`src/rtl/stopwatch_pkg.sv`:
```
// Shared encodings and field widths for the stopwatch control unit.
// Holds the FSM state type and the packed time record used by the lap latch.
package stopwatch_pkg;

  localparam int MSEC_W = 7;
  localparam int SEC_W  = 6;
  localparam int MIN_W  = 6;
  localparam int HOUR_W = 5;

  typedef enum logic [1:0] {
    ST_STOP  = 2'd0,
    ST_RUN   = 2'd1,
    ST_CLEAR = 2'd2
  } state_e;

  typedef struct packed {
    logic [HOUR_W-1:0] hour;
    logic [MIN_W-1:0]  min;
    logic [SEC_W-1:0]  sec;
    logic [MSEC_W-1:0] msec;
  } time_t;

endpackage

```
`src/rtl/stopwatch_cu_btn_debounce.sv`:
```
// Button conditioner: 2-FF synchroniser, stability-counter debouncer and
// rising-edge detector producing a one-cycle press pulse.
module btn_debounce #(
  parameter int DEBOUNCE_CYCLES = 100_000
) (
  input  logic clk,
  input  logic rst,
  input  logic i_btn,
  output logic o_pulse
);

  localparam int CNT_W = $clog2(DEBOUNCE_CYCLES) + 1;
  localparam logic [CNT_W-1:0] CNT_TERM = CNT_W'(DEBOUNCE_CYCLES - 1);

  logic             sync1_q, sync1_d;
  logic             sync2_q, sync2_d;
  logic [CNT_W-1:0] cnt_q, cnt_d;
  logic             stable_q, stable_d;
  logic             prev_q, prev_d;
  logic [1:0]       warm_q, warm_d;
  logic             armed_q, armed_d;

  always_comb begin
    sync1_d  = i_btn;
    sync2_d  = sync1_q;
    cnt_d    = cnt_q;
    stable_d = stable_q;
    prev_d   = stable_q;
    warm_d   = (warm_q == 2'd2) ? warm_q : warm_q + 2'd1;
    armed_d  = armed_q;

    if (sync2_q == stable_q) begin
      cnt_d = '0;
    end else if (cnt_q == CNT_TERM) begin
      stable_d = sync2_q;
    end else begin
      cnt_d = cnt_q + 1'b1;
    end

    // A button held through reset must be seen released before it can
    // produce a press; arming waits until the synchroniser holds real samples.
    if (warm_q == 2'd2 && !sync2_q && !stable_q) begin
      armed_d = 1'b1;
    end
  end

  always_ff @(posedge clk or negedge rst) begin
    if (!rst) begin
      sync1_q  <= 1'b0;
      sync2_q  <= 1'b0;
      cnt_q    <= '0;
      stable_q <= 1'b0;
      prev_q   <= 1'b0;
      warm_q   <= 2'd0;
      armed_q  <= 1'b0;
    end else begin
      sync1_q  <= sync1_d;
      sync2_q  <= sync2_d;
      cnt_q    <= cnt_d;
      stable_q <= stable_d;
      prev_q   <= prev_d;
      warm_q   <= warm_d;
      armed_q  <= armed_d;
    end
  end

  assign o_pulse = stable_q & ~prev_q & armed_q;

endmodule

```
`src/rtl/stopwatch_cu.sv`:
```
// Stopwatch control unit: debounced buttons drive a STOP/RUN/CLEAR FSM and a
// lap-hold latch that freezes the displayed time while the datapath counts on.
module stopwatch_cu
  import stopwatch_pkg::*;
#(
  parameter int DEBOUNCE_CYCLES = 100_000
) (
  input  logic              clk,
  input  logic              rst,
  input  logic              btn_run,
  input  logic              btn_clear,
  input  logic              btn_lap,
  input  logic [MSEC_W-1:0] i_msec,
  input  logic [SEC_W-1:0]  i_sec,
  input  logic [MIN_W-1:0]  i_min,
  input  logic [HOUR_W-1:0] i_hour,
  output logic              run_stop,
  output logic              clear,
  output logic              lap_hold,
  output logic [MSEC_W-1:0] o_msec,
  output logic [SEC_W-1:0]  o_sec,
  output logic [MIN_W-1:0]  o_min,
  output logic [HOUR_W-1:0] o_hour,
  output logic [1:0]        dbg_state
);

  logic run_p, clear_p, lap_p;

  btn_debounce #(.DEBOUNCE_CYCLES(DEBOUNCE_CYCLES)) u_db_run (
    .clk(clk), .rst(rst), .i_btn(btn_run), .o_pulse(run_p)
  );

  btn_debounce #(.DEBOUNCE_CYCLES(DEBOUNCE_CYCLES)) u_db_clear (
    .clk(clk), .rst(rst), .i_btn(btn_clear), .o_pulse(clear_p)
  );

  btn_debounce #(.DEBOUNCE_CYCLES(DEBOUNCE_CYCLES)) u_db_lap (
    .clk(clk), .rst(rst), .i_btn(btn_lap), .o_pulse(lap_p)
  );

  state_e state_q, state_d;
  logic   lap_hold_q, lap_hold_d;
  time_t  lap_q, lap_d;
  time_t  live;

  assign live = '{hour: i_hour, min: i_min, sec: i_sec, msec: i_msec};

  always_comb begin
    state_d    = state_q;
    lap_hold_d = lap_hold_q;
    lap_d      = lap_q;

    case (state_q)
      ST_STOP: begin
        if (lap_p) begin
          lap_hold_d = 1'b0;
        end
        if (clear_p) begin
          state_d    = ST_CLEAR;
          lap_hold_d = 1'b0;
        end else if (run_p) begin
          state_d = ST_RUN;
        end
      end
      ST_RUN: begin
        // run/stop beats lap when both land together; clear is ignored here.
        if (run_p) begin
          state_d = ST_STOP;
        end else if (lap_p) begin
          lap_hold_d = ~lap_hold_q;
          if (!lap_hold_q) begin
            lap_d = live;
          end
        end
      end
      ST_CLEAR: begin
        state_d    = ST_STOP;
        lap_hold_d = 1'b0;
      end
      default: begin
        state_d    = ST_STOP;
        lap_hold_d = 1'b0;
      end
    endcase
  end

  always_ff @(posedge clk or negedge rst) begin
    if (!rst) begin
      state_q    <= ST_STOP;
      lap_hold_q <= 1'b0;
      lap_q      <= '0;
    end else begin
      state_q    <= state_d;
      lap_hold_q <= lap_hold_d;
      lap_q      <= lap_d;
    end
  end

  assign run_stop  = (state_q == ST_RUN);
  assign clear     = (state_q == ST_CLEAR);
  assign lap_hold  = lap_hold_q;
  assign dbg_state = state_q;

  assign o_msec = lap_hold_q ? lap_q.msec : i_msec;
  assign o_sec  = lap_hold_q ? lap_q.sec  : i_sec;
  assign o_min  = lap_hold_q ? lap_q.min  : i_min;
  assign o_hour = lap_hold_q ? lap_q.hour : i_hour;

endmodule

```
`config.mk`:
```
export PLATFORM = sky130hd
export DESIGN_NAME = stopwatch_cu
export DESIGN_NICKNAME = d
export VERILOG_FILES = /design/src/rtl/stopwatch_pkg.sv /design/src/rtl/stopwatch_cu_btn_debounce.sv /design/src/rtl/stopwatch_cu.sv
export SDC_FILE = /design/constraint.sdc
export NUM_CORES = 1
export LEC_CHECK = 0
export ABC_AREA = 1
export BUFFER_PORTS_ARGS = -buffer_cell sky130_fd_sc_hd__buf_2
export CORE_MARGIN = 4
export CORE_UTILIZATION = 45
export DETAILED_ROUTE_END_ITERATION = 6
export PLACE_DENSITY_LB_ADDON = 0.1
export SLEW_MARGIN = 20
export SYNTH_ARGS = -nofsm -noshare
export SYNTH_HDL_FRONTEND = slang
export SYNTH_HIERARCHICAL = 1
export SYNTH_SLANG_ARGS = --single-unit
```
`constraint.sdc`:
```
create_clock -name clk -period 1.92 [get_ports clk]
set_clock_uncertainty 0.15 [all_clocks]
set_input_delay 0.096 -clock clk [delete_from_list [all_inputs] [get_ports clk]]
set_output_delay 0.096 -clock clk [all_outputs]
set_load 0.01 [all_outputs]
```
Yosys cells after proc, flatten, opt, wreduce, memory -nomap -nowiden

Index checks and enable logic that the tools add are counted.

Bits of input ports: 29
Register bits: 102
Memory bits (read-only): 0
Memories kept: 0
Word-level logic and storage cells: 104
Latch bits: 0
Bits in writable memories: 0
Output and inout port bits: 29

Bitwise logic cells: 14
Mux-type cells: 19
Shift-type cells: 0
Reductions and logical operators: 19
Divide/modulo/power cells: 0
Equal/unequal tests: 19
Add/subtract/negate cells: 6
Multiply operators: 0
$lt $le $gt $ge: 0

Operators by type and width:

| operator                                                           | number |
|---|---|
| 18-bit 2-to-1 mux                                                  | 6 |
| 18-bit by 1-bit adder with 18-bit output (second input constant)   | 3 |
| 18-bit by 17-bit == test with 1-bit output (second input constant) | 3 |
| 6-bit 2-to-1 mux                                                   | 2 |
| 2-bit by 1-bit != test with 1-bit output (second input constant)   | 5 |
| 2-bit == test (second input constant)                              | 4 |
| 1-bit NOT                                                          | 8 |
| 2-bit AND reduction                                                | 4 |
| 7-bit 2-to-1 mux                                                   | 1 |
| 2-bit by 1-bit adder with 2-bit output (second input constant)     | 3 |
| 1-bit AND                                                          | 6 |
| 1-bit logical AND                                                  | 6 |
| 1-bit zero test                                                    | 6 |
| 2-bit 2-to-1 mux                                                   | 3 |
| 3-bit != test (second input constant)                              | 2 |
| 5-bit 2-to-1 mux                                                   | 1 |
| 1-bit 2-to-1 mux                                                   | 4 |
| 2-bit case mux with 2 select lines                                 | 1 |
| 4-bit AND reduction                                                | 1 |
| 1-bit == test                                                      | 3 |
| 3-bit AND reduction                                                | 1 |
| 2-bit by 1-bit == test with 1-bit output (second input constant)   | 1 |
| 2-bit zero test                                                    | 1 |
| 2-bit != test (second input constant)                              | 1 |
| 1-bit case mux with 2 select lines                                 | 1 |

Logic depth before layout (Yosys ltp)

Gate-level depths: netlist of run 1.

Word-level depth: 6
Mapped depth: 8
Mapped depth without buffers: 8

Hierarchy

The synthesis of run 1 kept the hierarchy.

Modules (own cells, without submodules):

| module       | area each (sq um) | times used | cells an instance | seq. area each (sq um) |
|---|---|---|---|---|
| btn_debounce | 1,351.3           | 3          | 175               | 625.6 |
| stopwatch_cu | 1,456.4           | 1          | 154               | 675.6 |

Least setup slack after synthesis of run 1

No wires, ideal clock.

Path kind: flip-flop to flip-flop
Start point: reg u_db_clear.cnt_q[0]
End point: reg u_db_clear.cnt_q[10]
Buffers on the path: 0
Period minus slack after synthesis: 1.581 ns
Library setup time: 0.119 ns
Cell stages (with the launch flop): 8
Arrival time: 1.312 ns
Slack: 0.339 ns
Required time: 1.651 ns
Path through: dfrtp_1 ha_1 nand3_2 inv_2 nand2_2 nor2_4 or2_1 and2_1

Word-level cells in the longest chain between the ends: 3
Elaborated cells between the ends (all ways): 5
Those cells by class: 1 x add/sub; 2 x eq/ne; 2 x mux

RTL lines:

| what                                     | line                            | RTL |
|---|---|---|
| start: declaration                       | stopwatch_cu_btn_debounce.sv:17 | `logic [CNT_W-1:0] cnt_q, cnt_d;` |
| start signal: assignment                 | stopwatch_cu_btn_debounce.sv:59 | `cnt_q <= cnt_d;` |
| 18-bit by 1-bit adder with 18-bit output | stopwatch_cu_btn_debounce.sv:37 | `cnt_d = cnt_q + 1'b1;` |
| 18-bit 2-to-1 mux                        | stopwatch_cu_btn_debounce.sv:34 | `end else if (cnt_q == CNT_TERM) begin` |
| 18-bit 2-to-1 mux                        | stopwatch_cu_btn_debounce.sv:32 | `if (sync2_q == stable_q) begin` |

Parallel ways exist; a longest one is shown, timed or not. The select of a mux whose other input is x is not followed.
A chain may end at the register's enable or synchronous reset.

Worst setup path in the final report of run 1

Start point: reg lap_hold_q, in the netlist lap_hold
End point: out o_sec[0]

Word-level cells in the longest chain between the ends: 1

RTL lines:

| what                     | line                | RTL |
|---|---|---|
| start: declaration       | stopwatch_cu.sv:42  | `logic lap_hold_q, lap_hold_d;` |
| start signal: assignment | stopwatch_cu.sv:94  | `lap_hold_q <= lap_hold_d;` |
| 6-bit 2-to-1 mux         | stopwatch_cu.sv:105 | `assign o_sec = lap_hold_q ? lap_q.sec : i_sec;` |
| end: declaration         | stopwatch_cu.sv:21  | `output logic [SEC_W-1:0] o_sec,` |

No other way between the ends.

==> results by group, run 1 <==
Clocking
  – Clock-pin slew reported for the worst setup and hold paths after clock tree synthesis: around 0.070 ns
  – Clk buf depth: 2
  – H-Tree Level Count: 3
  – Sinks on Clock Net: slightly above 100
  – TritonCTS clock tree: done
  – Root buffer cell: sky130_fd_sc_hd__clkbuf_16
  – Clock buffers created by TritonCTS: 9
  – Clock latency on the worst-skew pair: ~0.34 ns

Route
  – Violation count after the first detailed-routing iteration: 336
  – Antenna Nets Post-Route: 0
  – Residual DRC: 0
  – Number of vias per cell: roughly 4.9
  – Wire length reported by the detailed router: 11,500 um
  – First-pass detailed-route iteration total: 4
  – Routed wire per std cell: between 10 and 15 um
  – Count of vias placed by the detailed router: 4,535

Synth
  – Post-synth cell types: 31
  – Async SR Flop Fraction: 1.00
  – Most instantiated cells after synthesis: sky130_fd_sc_hd__nand2_1 (185), sky130_fd_sc_hd__dfrtp_1 (102), sky130_fd_sc_hd__nor2_1 (75)
  – Top post-synthesis cells by area: sky130_fd_sc_hd__dfrtp_1 (46%), sky130_fd_sc_hd__nand2_1 (13%), sky130_fd_sc_hd__nand3_1 (6.4%), sky130_fd_sc_hd__nor2_1 (5.1%), sky130_fd_sc_hd__mux2_2 (4.9%)
  – Post-synth EDFFs: 0
  – Number of storage elements in the synthesis netlist: 102
  – Number of nets in the synthesized netlist: around 710
  – Leading area contributor after synthesis: sky130_fd_sc_hd__dfrtp_1
  – Yosys warning total: 6
  – Most common flop cell mapped by yosys: sky130_fd_sc_hd__dfrtp_1
  – Most common cell in the synthesized netlist: sky130_fd_sc_hd__nand2_1
  – Synthesized area per cell: 8.12 sq um
  – Synthesized area: around 5500 sq um
  – Cell count after synthesis: approximately 680
  – Area fraction of the dominant cell type after synthesis: 0.463
  – Sequential element share of the synthesized area: 0.463

Worst setup path
  – Startpoint-to-endpoint class of the critical path: reg -> out
  – Data arrival time of the worst path: ~1.5 ns
  – Crit path max fanout: 12
  – Worst setup SP type: flop
  – Crit end category: output port
  – Endpoint required time on the critical path: between 1.5 and 2 ns

STA
  – Total negative slack: 0 ns
  – Count of final max-slew check failures: 0
  – Slew at the pin closest to its max-slew limit: slightly above 0.4 ns
  – Highest attainable clock frequency: 565 MHz
  – Post-layout minimum cycle time: approximately 1.8 ns
  – Minimum hold slack: 0.0746 ns
  – Final clock period utilization by the worst path: 0.922
  – Final Setup Violations: 0
  – Slew Limit Headroom: 0.726
  – Final hold viol count: 0
  – RSZ-0062 raised after global routing: no

Floorplan
  – Initial Utilization: 0.459
  – Placeable Area: about 12,000 sq um
  – Total die area: 14,100 sq um
  – Floorplan die width: ~120 um
  – # IOs: between 50 and 60
  – Die Height: roughly 120 um
  – Floorplan row count: 40

Final layout
  – Layout cells sized above 1: 0.204
  – Number of nets in the layout: approximately 810
  – Final non-filler cell area: between 6000 and 7000 sq um
  – Relative area change from synthesis to final layout: 18.6%
  – Number of diodes: 0
  – Fillcell total: 1,111

Worst hold path
  – Worst min path class: in -> async

Power and ir drop
  – Power density cells: approximately 630 nW/um^2
  – Peak VDD IR: around 0.38 mV
  – Pleak: 3.08 nW

Global route
  – Maximum number of pins on one net before global-route repair: 44
  – Remaining global-route overflow: 0
  – First-pass GRT wire length: ~20,000 um
  – Antenna violations before repair: 0
  – Number of global-route vias before repair: roughly 4,500
  – Overall track demand over capacity in global routing: 0.175

Placement
  – Port Buf Inserts: 57
  – Total placed instance area: ~6000 sq um
  – Detailed Place HPWL: between 8000 and 9000 um
  – Gp weighted congestion: roughly 0.87

Outcome
  – Result of the run: completed

Run
  – Max-cap violations: 0
==> cell usage in the layout, fill, tap and decap left out, types with 6 or more instances in the layout <==
cell / synthesis / routed
sky130_fd_sc_hd__or2_2: 9 / 9
sky130_fd_sc_hd__xor2_1: 9 / 9
sky130_fd_sc_hd__and2_1: 6 / 6
sky130_fd_sc_hd__buf_4: 3 / 10
sky130_fd_sc_hd__a21oi_1: 18 / 18
sky130_fd_sc_hd__nand2_1: 185 / 185
sky130_fd_sc_hd__ha_1: 6 / 6
sky130_fd_sc_hd__mux2_2: 24 / 24
sky130_fd_sc_hd__or2_1: 6 / 6
sky130_fd_sc_hd__nor3_1: 12 / 11
sky130_fd_sc_hd__nor2_1: 75 / 75
sky130_fd_sc_hd__o21ai_0: 10 / 10
sky130_fd_sc_hd__nand3_2: 6 / 6
sky130_fd_sc_hd__dlygate4sd3_1: 0 / 28
sky130_fd_sc_hd__nand3_1: 70 / 70
sky130_fd_sc_hd__nand4_1: 18 / 18
sky130_fd_sc_hd__nor2_2: 18 / 18
sky130_fd_sc_hd__buf_2: 5 / 56
sky130_fd_sc_hd__inv_1: 59 / 59
sky130_fd_sc_hd__clkbuf_16: 0 / 9
sky130_fd_sc_hd__dfrtp_1: 102 / 101
==> critical path: stages, from the launching register on <==
cell,delay [ns]
sky130_fd_sc_hd__dfrtp_2,0.44
sky130_fd_sc_hd__buf_4,0.23
sky130_fd_sc_hd__mux2_2,0.37
sky130_fd_sc_hd__buf_2,0.14
==> final timing paths <==
kind	from	to	slack [ns]	depth (start not counted)
worst min-delay path	rst	u_db_lap/cnt_q[15]	0.07	2
worst max register to register	u_db_run/cnt_q[0]	u_db_run/cnt_q[10]	0.16	7
min in group clk	u_db_clear/sync1_q	u_db_clear/sync2_q	0.20	0
max in group asynchronous	rst	u_db_lap/sync2_q	0.87	3
worst min register to register	u_db_clear/sync1_q	u_db_clear/sync2_q	0.20	0
worst max-delay path	lap_hold	o_sec[0]	0.15	3
==> sequential cells by signal (all words and copies together), names as in the netlist, 2 cells and up <==
| name | count |
|---|---|
| u_db_lap/warm_q | 2 |
| u_db_lap/cnt_q | 18 |
| u_db_clear/warm_q | 2 |
| u_db_run/cnt_q | 18 |
| lap_q | 24 |
| u_db_clear/cnt_q | 18 |
| dbg_state | 2 |
| u_db_run/warm_q | 2 |
==> layer usage <==
| layer | part of all wire | GRT usage | wire (um) | vias to the layer above |
|---|---|---|---|---|
| li1 | - | - | - | 2375 |
| met4 | 0.0069 | 0.0355 | 80 | 0 |
| met1 | 0.47 | 0.230 | 5380 | 2063 |
| met5 | 0 | 0 | 0 | - |
| met2 | 0.48 | 0.292 | 5520 | 89 |
| met3 | 0.047 | 0.0478 | 538 | 8 |
==> stage by stage <==
stage	setup WS (ns)	power, mW	cells	util
global placement	0.228	2.46	881	0.498
floorplan	0.339	2.33	679	-
CTS	0.0473	4.22	925	0.543
global route	0.0483	4.33	925	0.544
detailed placement	0.157	2.47	881	0.498
finish	0.150	4.14	925	0.544
==> what timing repair did <==
action,in CTS,in global routing
resized for setup,0,2
buffers inserted,0,0
endpoints found under the hold margin,109,0
endpoints found under the setup margin,0,14
hold buffers,28,0
==> final cells by class <==
cell class / count / area [sq um] / area share
multi-input cells: 498 / 2620 / 0.401
flip-flops and latches: 102 / 2550 / 0.391
repair buffers: 95 / 656 / 0.100
inverters: 67 / 251 / 0.0385
clock buffers: 12 / 246 / 0.0377
well taps: 147 / 184 / 0.0282
clock inverters: 4 / 22.5 / 0.00345
==> report_power, final <==
| part | switching (mW) | internal (mW) |
|---|---|---|
| Sequential | 0.0266 | 2.17 |
| Clock | 0.768 | 0.909 |
| Combinational | 0.140 | 0.128 |
==> cell families (layout without fill, tap and decap cells) <==
logic type               Yosys count  after routing  share of synthesized area
adder cells (fa/ha/maj)            6              6                     0.0136
AND/OR/NAND/NOR                  422            422                      0.360
flip-flops                       102            102                      0.463
multiplexers                      24             24                     0.0490
buffers and inverters             79            178                     0.0624
XOR/XNOR                          12             12                     0.0191
AO/OA/AOI/OAI                     34             34                     0.0329
(Power assumes the default switching activity.)
==> run 2: changes to the inputs <==
- CORE_ASPECT_RATIO: unset -> 2
- PLACE_DENSITY_LB_ADDON: 0.1 -> 0.08
==> run 2 against run 1 <==
  * Clock power grew 5%
  * Fmax shrank 4.3%
  * Hold slack got worse by 0.018 ns
  * Die area rose by 0.76%
  * Critical path depth is the same
  * Total power is 2.2% higher
  * Critical path type unchanged
==> results by group, run 2 (same netlist as run 1, synthesis figures left out) <==
Global route
  – First-pass GRT wire length: 20,800 um
  – Remaining global-route overflow: 0
  – Number of global-route vias before repair: 4,734
  – Maximum number of pins on one net before global-route repair: 42
  – Overall track demand over capacity in global routing: 0.181
  – Antenna violations before repair: 0

STA
  – Total negative slack: 0 ns
  – RSZ-0062 raised after global routing: no
  – Final clock period utilization by the worst path: 0.963
  – Final hold viol count: 0
  – Final Setup Violations: 0
  – Count of final max-slew check failures: 0
  – Slew Limit Headroom: 0.650
  – Highest attainable clock frequency: 541 MHz
  – Post-layout minimum cycle time: around 1.8 ns
  – Slew at the pin closest to its max-slew limit: 0.524 ns

Final layout
  – Layout cells sized above 1: 0.207
  – Flip-flop count of the largest register, all copies and words added: 24
  – Number of diodes: 0
  – Number of nets in the layout: 808
  – Largest Register: lap_q
  – Relative area change from synthesis to final layout: 19.2%
  – Util after Layout: 0.545
  – Commonest non-fill, non-tap cell in the layout: sky130_fd_sc_hd__nand2_1
  – Final non-filler cell area: ~6600 sq um
  – Leading cell types in the layout, fill and taps excluded: sky130_fd_sc_hd__nand2_1 (185), sky130_fd_sc_hd__dfrtp_1 (102), sky130_fd_sc_hd__nor2_1 (75), sky130_fd_sc_hd__nand3_1 (70), sky130_fd_sc_hd__inv_1 (59)

Worst hold path
  – Worst min path class: in -> async

Clocking
  – TritonCTS clock tree: done
  – Sinks on Clock Net: 102
  – Clock buffers created by TritonCTS: 9
  – Root buffer cell: sky130_fd_sc_hd__clkbuf_16
  – Clock-pin slew reported for the worst setup and hold paths after clock tree synthesis: 0.07 ns
  – Clock latency on the worst-skew pair: 0.34 ns
  – H-Tree Level Count: 3
  – Clk buf depth: 2
  – Number of buffers inserted to repair setup after CTS: 0

Route
  – First-pass detailed-route iteration total: 6
  – Number of vias per cell: 5.05
  – Antenna Nets Post-Route: 0
  – Residual DRC: 0
  – Routed wire per std cell: about 13 um
  – Wire length reported by the detailed router: 12,100 um
  – Count of vias placed by the detailed router: roughly 4,700
  – Violation count after the first detailed-routing iteration: ~170

Worst setup path
  – Slack of the worst reg-to-reg path: around 0.19 ns
  – Worst setup SP type: flop
  – Startpoint-to-endpoint class of the critical path: reg -> out
  – Endpoint required time on the critical path: around 1.7 ns
  – Crit end category: output port
  – Series of cell instances along the critical path: buf_12 -> mux2_2 -> buf_2
  – Slowest cell on crit path: sky130_fd_sc_hd__dfrtp_1
  – Capture instance of the worst register-to-register path: u_db_clear/cnt_q[12]
  – Crit path max fanout: 25
  – Largest stage delay, worst path: around 0.52 ns
  – Worst flop-to-flop path startpoint: u_db_clear/cnt_q[0]
  – Register-to-Register Path Depth: 7
  – Data arrival time of the worst path: roughly 1.6 ns

Power and ir drop
  – Clock share of power: 0.417
  – Cell internal power dissipation: 3.21 mW
  – Comb pwr share: 0.065
  – Switching Power: between 1 and 1.5 mW
  – Proportion of power drawn by flip-flops and latches: 0.518
  – Switching share of power: 0.242
  – Power density cells: 644 nW/um^2
  – Pleak: between 3 and 4 nW
  – Peak VDD IR: 0.482 mV

Placement
  – Detailed Place HPWL: roughly 9100 um
  – Total placed instance area: between 5000 and 6000 sq um
  – Gp weighted congestion: approximately 0.84
  – Port Buf Inserts: 57

Outcome
  – Result of the run: completed

Floorplan
  – Total die area: approximately 14,000 sq um
  – Floorplan row count: 57
  – # IOs: 58
  – Floorplan die width: ~86 um
  – Placeable Area: ~12,000 sq um
  – Die Height: 164 um
  – Initial Utilization: 0.457

Run
  – Max-cap violations: 0
[run 2: layer usage]
layer  GRT usage  vias up  routed length [um]
met5           0        -                   0
met4      0.0702        0                 324
met3      0.0344       25                 450
met2       0.346       74                6650
met1       0.190     2187                4700
li1            -     2381                   -
[run 2: power by group through the flow]
| stage | Sequential [mW] | Clock [mW] | Combinational [mW] |
|---|---|---|---|
| after floorplan | 2.23 | 0 | 0.0967 |
| after global placement | 2.24 | 0 | 0.233 |
| final | 2.19 | 1.76 | 0.275 |
| after CTS | 2.19 | 1.84 | 0.280 |
| after detailed placement | 2.24 | 0 | 0.236 |
| after global routing | 2.20 | 1.92 | 0.309 |
[run 2: area by class of cell]
cell class              count  area [sq um]
clock inverters             7          63.8
multi-input cells         498          2620
clock buffers               9           225
repair buffers             95           668
well taps                 147           184
flip-flops and latches    102          2550
inverters                  67           251
fillers                  1161          5480
[run 2: how the worst max path moves through the flow]
stage                   startpoint  cells after the start  slack [ns]                    to
6_report                  lap_hold                      3        0.07              o_sec[3]
5_1_grt                   lap_hold                      3        0.01              o_sec[3]
4_1_cts                   lap_hold                      3        0.04              o_sec[3]
3_5_place_dp     u_db_run/cnt_q[0]                      6        0.11     u_db_run/cnt_q[1]
3_3_place_gp     u_db_run/cnt_q[0]                      6        0.14     u_db_run/cnt_q[1]
2_1_floorplan  u_db_clear/cnt_q[0]                      7        0.34  u_db_clear/cnt_q[10]
[run 2: per-stage QoR]
stage               power (mW)  hold WS (ns)  worst slack, ns  std cells
floorplan                 2.33        -0.350            0.339        679
global placement          2.47        -0.116            0.143        881
detailed placement        2.47        -0.111            0.108        881
CTS                       4.31        0.0601           0.0426        925
global route              4.43        0.0872          0.00969        925
finish                    4.23        0.0564           0.0712        925
[run 2: critical path, delay by kind of cell, from the launching register on]
family   cells  cell delay [ns]
flops        1             0.52
buf+inv      2             0.38
mux          1             0.37
[run 2: what timing repair did]
action | in CTS | in global routing
endpoints found under the setup margin | 0 | 4
endpoints found under the hold margin | 129 | 0
resized for setup | 0 | 2
hold buffers | 28 | 0
==> run 3: changes to the inputs <==
- RECOVER_POWER: unset -> 25
==> run 3 against run 2 <==
  * Wire length increased by 0.11%
  * Non-clock buffer count stayed put
  * Flip-flop and latch count did not move
  * Via count barely moved
  * Clock power about the same
  * Count of clock-buffer cells in the layout unchanged
  * Sequential power about the same
  * Critical path type unchanged
==> results by group, run 3 (same netlist as run 1, synthesis figures left out) <==
STA
  – Final clock period utilization by the worst path: 0.961
  – Final Setup Violations: 0
  – Count of final max-slew check failures: 0
  – Slew at the pin closest to its max-slew limit: 0.652 ns
  – Post-layout minimum cycle time: ~1.8 ns
  – Highest attainable clock frequency: about 540 MHz
  – Minimum hold slack: 0.159 ns
  – RSZ-0062 raised after global routing: no
  – Fin worst setup slack: 0.0744 ns
  – Final hold viol count: 0
  – Slew Limit Headroom: 0.565
  – Total negative slack: 0 ns

Final layout
  – Relative area change from synthesis to final layout: 18.9%
  – Area of the multi-input gates: ~2600 sq um
  – Layout cells sized above 1: 0.207
  – Fillcell total: ~1,200
  – Largest Register: lap_q
  – Final non-filler cell total: a little over 900
  – Number of nets in the layout: ~810
  – Leading cell types in the layout, fill and taps excluded: sky130_fd_sc_hd__nand2_1 (185), sky130_fd_sc_hd__dfrtp_1 (102), sky130_fd_sc_hd__nor2_1 (75), sky130_fd_sc_hd__nand3_1 (70), sky130_fd_sc_hd__inv_1 (59)
  – Commonest non-fill, non-tap cell in the layout: sky130_fd_sc_hd__nand2_1
  – Number of diodes: 0
  – Final non-filler cell area: around 6600 sq um
  – Flip-flop count of the largest register, all copies and words added: 24
  – Util after Layout: 0.544
  – FF/Latch Area: between 2000 and 3000 sq um

Route
  – First-pass detailed-route iteration total: 4
  – Antenna Nets Post-Route: 0
  – Wire length reported by the detailed router: 12,100 um
  – Number of vias per cell: 5.04
  – Violation count after the first detailed-routing iteration: about 170
  – Residual DRC: 0
  – Routed wire per std cell: ~13 um
  – Count of vias placed by the detailed router: around 4,700

Global route
  – Number of global-route vias before repair: 4,734
  – First-pass GRT wire length: roughly 21,000 um
  – Remaining global-route overflow: 0
  – Antenna violations before repair: 0
  – Overall track demand over capacity in global routing: 0.181
  – Maximum number of pins on one net before global-route repair: 42

Power and ir drop
  – Comb pwr share: 0.064
  – Switching share of power: 0.242
  – Pleak: 3.08 nW
  – Proportion of power drawn by flip-flops and latches: 0.519
  – Switching Power: slightly above 1 mW
  – Cell internal power dissipation: between 3 and 4 mW
  – Peak VDD IR: slightly below 0.5 mV
  – Power density cells: 645 nW/um^2
  – Total Power Consumption: 4.23 mW
  – Clock share of power: 0.417

Worst setup path
  – Data arrival time of the worst path: 1.60 ns
  – Crit end category: output port
  – Worst setup SP type: flop
  – Worst flop-to-flop path startpoint: u_db_clear/cnt_q[0]
  – Capture instance of the worst register-to-register path: u_db_clear/cnt_q[12]
  – Register-to-Register Path Depth: 7
  – Endpoint required time on the critical path: 1.67 ns
  – Crit path max fanout: 25
  – Slack of the worst reg-to-reg path: 0.19 ns
  – Startpoint-to-endpoint class of the critical path: reg -> out

Placement
  – Gp weighted congestion: 0.839
  – Total placed instance area: between 5000 and 6000 sq um
  – Detailed Place HPWL: ~9100 um
  – Worst setup timing slack at the placement stage: around 0.11 ns
  – Placed instance count: around 900
  – Port Buf Inserts: 57

Clocking
  – H-Tree Level Count: 3
  – Clk buf depth: 2
  – Root buffer cell: sky130_fd_sc_hd__clkbuf_16
  – Sinks on Clock Net: between 100 and 150
  – Clock-pin slew reported for the worst setup and hold paths after clock tree synthesis: 0.07 ns
  – Clock latency on the worst-skew pair: roughly 0.34 ns
  – Clock buffers created by TritonCTS: 9
  – TritonCTS clock tree: done

Floorplan
  – # IOs: between 50 and 60
  – Placeable Area: 12,100 sq um
  – Floorplan die width: ~86 um
  – Floorplan row count: 57
  – Die Height: 164 um
  – Total die area: 14,200 sq um
  – Initial Utilization: 0.457

Run
  – Max-cap violations: 0

Worst hold path
  – Worst min path class: in -> async

Outcome
  – Result of the run: completed
[run 3: cell types whose count changed in the layout (fill, tap and decap cells not counted)]
cell	change
sky130_fd_sc_hd__buf_4	-2
sky130_fd_sc_hd__clkbuf_2	+2
sky130_fd_sc_hd__buf_12	-1
sky130_fd_sc_hd__clkbuf_4	+1
[run 3: routing by layer]
| layer | track usage | up-vias | part of all wire |
|---|---|---|---|
| met5 | 0 | - | 0 |
| met4 | 0.0702 | 0 | 0.027 |
| met3 | 0.0344 | 25 | 0.037 |
| met2 | 0.346 | 72 | 0.55 |
| met1 | 0.190 | 2186 | 0.39 |
| li1 | - | 2383 | - |
[run 3: worst max-delay path: stages (launching register included)]
cell and delay, ns:
sky130_fd_sc_hd__dfrtp_1 0.52, sky130_fd_sc_hd__buf_12 0.22, sky130_fd_sc_hd__mux2_2 0.37, sky130_fd_sc_hd__buf_2 0.15
[run 3: power by group through the flow]
stage          clock network (mW)  logic, mW  registers [mW]
2_1_floorplan                   0     0.0967            2.23
6_report                     1.76      0.270            2.19
3_5_place_dp                    0      0.236            2.24
5_1_grt                      1.92      0.304            2.20
4_1_cts                      1.84      0.280            2.19
3_3_place_gp                    0      0.233            2.24
[run 3: worst max-delay path by stage]
stage / startpoint / end / slack [ns] / depth (start not counted)
2_1_floorplan: u_db_clear/cnt_q[0] / u_db_clear/cnt_q[10] / 0.34 / 7
3_3_place_gp: u_db_run/cnt_q[0] / u_db_run/cnt_q[1] / 0.14 / 6
3_5_place_dp: u_db_run/cnt_q[0] / u_db_run/cnt_q[1] / 0.11 / 6
4_1_cts: lap_hold / o_sec[3] / 0.04 / 3
5_1_grt: lap_hold / o_sec[3] / 0.01 / 3
6_report: lap_hold / o_sec[3] / 0.07 / 3
[run 3: timing repair]
action / CTS / global route
endpoints found under the setup margin: 0 / 4
resized for setup: 0 / 2
hold endpoints to repair: 129 / 0
hold buffers: 28 / 0
setup buffers: 0 / 0
[run 3: cell type report]
class                      count  share of cell area
inverter                      67              0.0384
multi-input combinational    498               0.400
sequential                   102               0.390
tap                          147              0.0281
clock buffer                   9              0.0344
timing repair buffer          95              0.0993
clock inverter                 7             0.00974
